### src/rtl/pong_pkg.sv
// Shared Pong definitions: FSM state encodings, screen geometry
// and score width used by the game sequencer and the datapath.
package pong_pkg;

   typedef enum logic [2:0] {
      IDLE      = 3'd0,
      SERVE     = 3'd1,
      PLAY      = 3'd2,
      PAUSE     = 3'd3,
      POINT     = 3'd4,
      GAME_OVER = 3'd5
   } state_t;

   localparam int VS       = 480;
   localparam int HS       = 640;
   localparam int PADDLE_H = 120;
   localparam int PADDLE_W = 10;
   localparam int SCORE_W  = 4;

   typedef logic [SCORE_W-1:0] score_t;

endpackage

### src/rtl/btn_sync_edge.sv
// Two-flop synchronizer for an active-low button with a one-cycle
// press pulse on the synchronized 1->0 transition.
module btn_sync_edge (
   input  logic clk,
   input  logic reset,
   input  logic btn_n,
   output logic press
);

   logic s1;
   logic s2;
   logic prev;

   always_ff @(posedge clk) begin
      if (!reset) begin
         s1   <= 1'b0;
         s2   <= 1'b0;
         prev <= 1'b0;
      end else begin
         s1   <= btn_n;
         s2   <= s1;
         prev <= s2;
      end
   end

   // flops clear to 0 so the post-reset fill is a rising edge, not a press
   assign press = prev & ~s2;

endmodule

### src/rtl/game_ctrl.sv
// Pong game sequencer: motion tick, serve/point timing, scoring,
// pause and winner detection.
module game_ctrl
   import pong_pkg::*;
#(
   parameter int TICK_DIV    = 250000,
   parameter int SERVE_TICKS = 60,
   parameter int POINT_TICKS = 90,
   parameter int WIN_SCORE   = 9
) (
   input  logic               clk,
   input  logic               reset,
   input  logic               start_n,
   input  logic               miss_l,
   input  logic               miss_r,
   output logic [2:0]         state,
   output logic               move_en,
   output logic               ball_reset,
   output logic               serve_dir,
   output logic [SCORE_W-1:0] p1_score,
   output logic [SCORE_W-1:0] p2_score,
   output logic               game_over,
   output logic               winner
);

   localparam int CNT_W  = $clog2(TICK_DIV + 1);
   localparam int PH_MAX = (SERVE_TICKS > POINT_TICKS) ?
                           SERVE_TICKS : POINT_TICKS;
   localparam int PH_W   = $clog2(PH_MAX + 1);

   localparam logic [CNT_W-1:0]   CNT_LAST   = CNT_W'(TICK_DIV - 1);
   localparam logic [PH_W-1:0]    SERVE_LAST = PH_W'(SERVE_TICKS - 1);
   localparam logic [PH_W-1:0]    POINT_LAST = PH_W'(POINT_TICKS - 1);
   localparam logic [SCORE_W-1:0] WIN        = SCORE_W'(WIN_SCORE);

   state_t            cur;
   state_t            nxt;
   logic [CNT_W-1:0]  cnt;
   logic              tick;
   logic              press;
   logic [PH_W-1:0]   phase;
   logic [PH_W-1:0]   phase_n;
   score_t            p1;
   score_t            p1_n;
   score_t            p2;
   score_t            p2_n;
   logic              dir;
   logic              dir_n;
   logic              win;
   logic              win_n;

   btn_sync_edge u_start (
      .clk   (clk),
      .reset (reset),
      .btn_n (start_n),
      .press (press)
   );

   always_ff @(posedge clk) begin
      if (!reset) begin
         cnt <= '0;
      end else if (tick) begin
         cnt <= '0;
      end else begin
         cnt <= cnt + 1'b1;
      end
   end

   assign tick = (cnt == CNT_LAST);

   always_ff @(posedge clk) begin
      if (!reset) begin
         cur   <= IDLE;
         phase <= '0;
         p1    <= '0;
         p2    <= '0;
         dir   <= 1'b1;
         win   <= 1'b0;
      end else begin
         cur   <= nxt;
         phase <= phase_n;
         p1    <= p1_n;
         p2    <= p2_n;
         dir   <= dir_n;
         win   <= win_n;
      end
   end

   always_comb begin
      nxt     = cur;
      phase_n = phase;
      p1_n    = p1;
      p2_n    = p2;
      dir_n   = dir;
      win_n   = win;

      if (tick && (cur == SERVE || cur == POINT)) begin
         phase_n = phase + 1'b1;
      end

      unique case (cur)
         IDLE: begin
            if (press) begin
               nxt  = SERVE;
               p1_n = '0;
               p2_n = '0;
            end
         end
         SERVE: begin
            if (tick && phase == SERVE_LAST) begin
               nxt = PLAY;
            end
         end
         PLAY: begin
            // pause wins over a miss arriving the same cycle
            if (press) begin
               nxt = PAUSE;
            end else if (miss_l && miss_r) begin
               nxt = POINT;
            end else if (miss_l) begin
               nxt   = POINT;
               p2_n  = p2 + 1'b1;
               dir_n = 1'b0;
            end else if (miss_r) begin
               nxt   = POINT;
               p1_n  = p1 + 1'b1;
               dir_n = 1'b1;
            end
         end
         PAUSE: begin
            if (press) begin
               nxt = PLAY;
            end
         end
         POINT: begin
            if (tick && phase == POINT_LAST) begin
               if (p1 == WIN || p2 == WIN) begin
                  nxt   = GAME_OVER;
                  win_n = (p2 == WIN);
               end else begin
                  nxt = SERVE;
               end
            end
         end
         GAME_OVER: begin
            if (press) begin
               nxt   = SERVE;
               p1_n  = '0;
               p2_n  = '0;
               dir_n = 1'b1;
            end
         end
         default: nxt = IDLE;
      endcase

      if (nxt != cur && (nxt == SERVE || nxt == POINT)) begin
         phase_n = '0;
      end
   end

   assign state      = cur;
   assign move_en    = (cur == PLAY) && tick;
   assign ball_reset = (cur == IDLE) || (cur == SERVE) ||
                       (cur == POINT) || (cur == GAME_OVER);
   assign serve_dir  = dir;
   assign p1_score   = p1;
   assign p2_score   = p2;
   assign game_over  = (cur == GAME_OVER);
   assign winner     = win;

endmodule
### config.mk
export PLATFORM = sky130hd
export DESIGN_NAME = game_ctrl
export DESIGN_NICKNAME = d
export VERILOG_FILES = /design/src/rtl/pong_pkg.sv /design/src/rtl/btn_sync_edge.sv /design/src/rtl/game_ctrl.sv
export SDC_FILE = /design/constraint.sdc
export NUM_CORES = 1
export LEC_CHECK = 0
export BUFFER_PORTS_ARGS = -buffer_cell sky130_fd_sc_hd__buf_2
export CORE_MARGIN = 2
export CORE_UTILIZATION = 28
export DETAILED_ROUTE_END_ITERATION = 7
export GPL_ROUTABILITY_DRIVEN = 0
export SYNTH_ARGS = -nofsm -noshare
export SYNTH_HDL_FRONTEND = slang
export SYNTH_SLANG_ARGS = --single-unit
### constraint.sdc
create_clock -name clk -period 1.8 [get_ports clk]
set_input_delay 0.36 -clock clk [delete_from_list [all_inputs] [get_ports clk]]
set_output_delay 0.36 -clock clk [all_outputs]
set_load 0.005 [all_outputs]
======== Yosys cells after proc, flatten, opt, wreduce, memory -nomap -nowiden ========
Index checks and enable logic that the tools add are counted.
cells by class
  eq/ne operators ......................... 21
  reduce and logical (&&, ||, !) cells .... 22
  muxes and demuxes ....................... 26
  bitwise logic cells ..................... 3
  add/subtract/negate cells ............... 4
operator list
  cell                                                    count
  2-to-1 mux 4 bit                                        8
  2-to-1 mux 3 bit                                        9
  adder 18 x 1 -> 18 bit (second input constant)          1
  == test 18 bit (second input constant)                  1
  case mux 4 bit (2 select lines)                         2
  case mux 3 bit (5 select lines)                         1
  inequality test 2 bit (second input constant)           5
  AND reduction 5 bit                                     2
  == test 3 bit (second input constant)                   3
  adder 4 x 1 -> 4 bit (second input constant)            2
  == test 4 bit (second input constant)                   2
  adder 7 x 1 -> 7 bit (second input constant)            1
  == test 7 x 6 -> 1 bit (second input constant)          1
  == test 7 bit (second input constant)                   1
  == test 3 x 1 -> 1 bit (second input constant)          2
  == test 3 x 2 -> 1 bit (second input constant)          2
  logical AND 1 bit                                       6
  logical OR 1 bit                                        6
  AND reduction 6 bit                                     1
  OR reduction 2 bit                                      3
  2-to-1 mux 1 bit                                        5
  inequality test 2 x 1 -> 1 bit (second input constant)  2
  nonzero test 2 bit                                      2
  zero test 3 bit                                         1
  other kinds (6)                                         7
storage, ports and cells
  logic and storage cells ................. 86
  bits in registers ....................... 41
  input bits .............................. 5

======== Longest topological paths before layout ========
  depth after elaboration ................. 9
  gate-level depth with buffers ........... 8
  mapped depth without buffers ............ 8

======== Cells and area by module ========
A second synthesis with hierarchy kept.
second synthesis, totals
  cells, all modules ...................... 238
  area, all modules ....................... 2,069.5 µm²
by module, submodules not included
  module         instances  seq. area each (µm²)  cells each  area each (µm²)
  game_ctrl      1          760.7                 231         1,980.6
  btn_sync_edge  1          60.1                  7           88.8

======== Worst setup path before layout ========
Ideal clock, no wire load.
  kind .................................... reg-to-reg
  from .................................... register cnt[9]
  to ...................................... register phase[0]
  path slack .............................. -0.135 ns
  clock period less this slack ............ 1.935 ns
  cell stages (with the launch flop) ...... 7
  data arrival time ....................... 1.808 ns
  path through ............................ dfxtp_1 > or4b_4 > nor3_2 > and3_1 > o311ai_2 > a211oi_4 > nor2_1
on the way
  cells in the longest elaborated chain, start to end .. 8
  elaborated cells on any way between the ends .. 13
  those cells by class .................... eq/ne (4); mux (3); reduce/logical (6)
ends and longest elaborated chain
  item                                                     RTL line                            source
  start, declared                                          game_ctrl.sv:38                     logic [CNT_W-1:0] cnt;
  start signal, assigned                                   game_ctrl.sv:65                     cnt <= cnt + 1'b1;
  == test 18 bit *                                         game_ctrl.sv:69                     assign tick = (cnt == CNT_LAST);
  logical AND 1 bit (on tied branches)                     game_ctrl.sv:136, game_ctrl.sv:110
  2-to-1 mux 3 bit (on tied branches)                      game_ctrl.sv:136, game_ctrl.sv:110
  case mux 3 bit (5 select lines)                          game_ctrl.sv:101                    unique case (cur)
  == test 3 x 1 -> 1 bit or == test 3 bit (tied branches)  game_ctrl.sv:156                    if (nxt != cur && (nxt == SERVE || nxt == POINT)) begin
  logical OR 1 bit                                         game_ctrl.sv:156
  logical AND 1 bit                                        game_ctrl.sv:156
  OR reduction 2 bit (no line)                             n/a
  end signal, assigned                                     game_ctrl.sv:81                     phase <= phase_n;
  end, declared                                            game_ctrl.sv:41                     logic [PH_W-1:0] phase;
Mark *: on every way between the ends. The rest lies on a longest branch, timed or not.
A chain may end at the register's enable or synchronous reset.

======== Worst setup path after layout ========
  from .................................... register cnt[11]
  to ...................................... output move_en
on the way
  cells in the longest elaborated chain, start to end .. 2
ends and longest elaborated chain
  item               RTL line          source
  == test 18 bit     game_ctrl.sv:69
  logical AND 1 bit  game_ctrl.sv:162  assign move_en = (cur == PLAY) && tick;
  end, declared      game_ctrl.sv:17   output logic move_en,
Every way passes these cells.

==> results by group <==
Synth
  – Main flop type after synthesis: dfxtp_1
  – Synthesized instance count: roughly 240
  – Most instantiated cells after synthesis: nor2_1 (45), dfxtp_1 (41), xor2_1 (15)
  – FFs w/ async S/R, synth: 0
  – Synth top area share: 0.4017
  – Post-Syn Area: 2043 um2
  – Synth unique cells: 42
  – Syn Area/Cell: 8.585 um2
  – Yosys warns: 0
  – Post-synth net total: 250
  – Synthesized flop and latch total: 41
  – Sequential fraction of the synthesis area: 0.4017
  – Post-synth top area cell: dfxtp_1
  – Top cells by area, synth: dfxtp_1 (40%), nor2_1 (8.3%), xor2_1 (6.4%)
  – EDFF count, synth: 0
  – Count leader, synth: nor2_1

Timing
  – Max Slew Vio Count: 0
  – Fmax: 451.2 MHz
  – Min Tclk post-route: 2.216 ns
  – Relative slew slack: 0.7570
  – Final Hold Violating Endpoints: 0
  – Slew @ Worst Pin: 0.3634 ns
  – Clock skew: 0.005663 ns
  – Worst setup margin: -0.4162 ns
  – Number of setup violations in the final report: 29
  – RSZ-0062 raised after global routing: yes
  – Tcrit/Tclk final: 1.231

Clock tree
  – Num CTS Buffers: 5
  – TritonCTS clock tree: done
  – Clock Sinks: 41
  – Htree depth: 2
  – Clk_lat worst skew: roughly 0.3 ns
  – Clock Tree Buf Depth: 2
  – Clock transition at path regs: 0.08 ns
  – Post-CTS Hold Buffers: 0
  – Clk root buf: clkbuf_8

Placement
  – Placed Area: approximately 2600 um2
  – Dpl hpwl: ~3.3 mm
  – PortBufs: 20
  – Inst Count DP: 398

Detailed routing
  – Total wire length: approximately 4.5 mm
  – Drc violations: 0
  – Antenna Violating Nets Remaining: 0
  – Avg WL per Cell: 10.82 um
  – DR pass1 iterations: 4
  – Initial DRC Count: 75
  – DR vias/cell: 4.447
  – DR vias: 1841

GRT
  – All-Layer GR Usage: 0.1220
  – First-pass GRT wire length: 7.603 mm
  – Number of global-route vias before repair: 1804
  – Largest net degree at the start of global routing: 14
  – Antenna violations before repair: 0
  – Total gr overflow: 0

Layout
  – Ant. Diodes: 0
  – Nets: 326
  – Filler instances: 712
  – Area growth syn-to-layout: 42.50%
  – Area occupied by multi-input gates: 1265 um2
  – Non-Filler Instances: 414
  – Proportion of layout cells with a drive suffix above 1: 0.3365
  – Finished Cell Area: between 2000 and 3000 um2
  – Register area: 823.3 um2

Setup path
  – CP delay by family, top: simple AND/OR/NAND/NOR gates
  – Slowest stage cell, crit path: or4_4
  – Reg2reg start: cnt[11]
  – CP arrival: 1.86 ns
  – Worst Reg-to-Reg Cells: 8
  – Critical-path cell list: or4_4 > nor3_4 > nand2_2 > nor4_4 > buf_2
  – Reg2reg end: phase[4]
  – Critical Path RT: 1.44 ns
  – WP buf/inv: 1
  – Slowest stage delay, CP: 0.55 ns
  – Crit Path Category: reg2out
  – Startpoint Class: flip-flop
  – Reg2reg setup slack: -0.37 ns
  – CP Max Fanout: 2
  – Critical Path Sink Type: output port

Power and ir drop
  – Worst vdd ir: 232.2 uV
  – Static Leak: 0.001152 uW
  – PwrDens: 660.1 nW/um2
  – Total Power: 1922 uW

Floorplanning
  – Die Y: 89.43 um
  – Number of core rows: 31
  – Die area: approximately 8000 um2
  – Ports: 21
  – Starting Density: 0.2847
  – Core area: a little over 7000 um2
  – Die X: 89.43 um

Hold path
  – Worst Min Path Start: start_n
  – Hold Crit Depth: 2
  – Hold endpoint: u_start.s1
  – Hold crit path type: in2reg

Outcome
  – Failing checks: negative setup slack
  – Status: finished with violations

Job
  – Max Cap Viol: 0
report_power, final:
part	leakage (uW)	internal [uW]	total (uW)	switching, uW
combinational	0.000751	57.8	113	55.6
sequential	0.000333	918	927	8.47
clock	0.0000681	551	882	331
total	0.00115	1530	1920	395
per-layer routing:
metal,part of all wire,wire length [um],GRT usage
met2,0.47,2109,0.2000
met3,0.040,180,0.03416
met1,0.47,2106,0.1455
met4,0.018,82,0.06242
met5,0,0,0
sequential cells by signal, summed over array words and instances, names as in the netlist, 3 cells and up:
| name | cells |
|---|---|
| cnt | 18 |
| p2_score | 4 |
| phase | 7 |
| state | 3 |
| p1_score | 4 |
worst reg2reg max path: stages (launching register included):
cell and delay (ns):
dfxtp_2 0.33, or4_4 0.55, nor3_4 0.20, buf_4 0.14, buf_6 0.09, and3_4 0.20
o311ai_4 0.09, a211oi_4 0.39, nor2_1 0.08
per-stage QoR:
stage	hold WS [ns]	utilization	setup TNS [ns]	setup slack [ns]
2_1_floorplan	0.4119	-	-0.5687	-0.07883
4_1_cts	0.2521	0.3902	-2.835	-0.4080
6_report	0.2621	0.4058	-4.901	-0.4162
5_1_grt	0.2639	0.4058	-7.596	-0.5002
3_3_place_gp	0.4255	0.3663	-1.558	-0.1796
3_5_place_dp	0.4248	0.3663	-1.946	-0.2395
kinds of logic (layout without fill, tap and decap cells):
family | Yosys count | in the layout | synth area share
flops | 41 | 41 | 0.4017
fa+ha+maj | 7 | 7 | 0.04286
xor+xnor | 26 | 26 | 0.1115
buf+inv | 14 | 91 | 0.02755
compound gates | 35 | 35 | 0.1127
simple gates | 115 | 115 | 0.3037
layout by cell type (no fill, tap or decap), types with 2 or more instances in the layout:
| cell type | count |
|---|---|
| buf_4 | 49 |
| nor2_1 | 45 |
| dfxtp_1 | 39 |
| buf_2 | 20 |
| xor2_1 | 15 |
| nand3_1 | 11 |
| xnor2_1 | 11 |
| o21ai_0 | 11 |
| nand2_1 | 9 |
| a21oi_1 | 9 |
| inv_1 | 8 |
| ha_1 | 6 |
| buf_6 | 6 |
| nand4_1 | 5 |
| nor3_1 | 5 |
| clkbuf_8 | 5 |
| and3_1 | 4 |
| a211oi_1 | 4 |
| and2_1 | 4 |
| or3_1 | 4 |
| nand2b_1 | 3 |
| nand4b_1 | 3 |
| nor2b_1 | 3 |
| nor3_4 | 2 |
| and3_4 | 2 |
| a21boi_1 | 2 |
| bufinv_16 | 2 |
| dfxtp_2 | 2 |
layout make-up:
type                    count  area share
repair buffers             75      0.1839
clock buffers               5     0.02364
well taps                  99     0.04254
inverters                   8     0.01031
multi-input cells         183      0.4345
flip-flops and latches     41      0.2828
clock inverters             3     0.02235
worst max-delay path by stage:
stage,slack [ns],from,depth (start not counted),to
5_1_grt,-0.50,cnt[11],5,move_en
6_report,-0.42,cnt[11],5,move_en
2_1_floorplan,-0.08,cnt[6],6,phase[6]
4_1_cts,-0.41,cnt[9],5,move_en
3_3_place_gp,-0.18,cnt[6],6,phase[6]
3_5_place_dp,-0.24,miss_r,7,phase[4]
timing repair:
item                                    4_1_cts  5_1_grt
gates resized for setup                       5       17
pin swaps                                     2        6
cloned                                        0        1
setup buffers                                 2        5
endpoints found under the setup margin       11       26
Note: power is estimated with default switching activity, not from simulation.
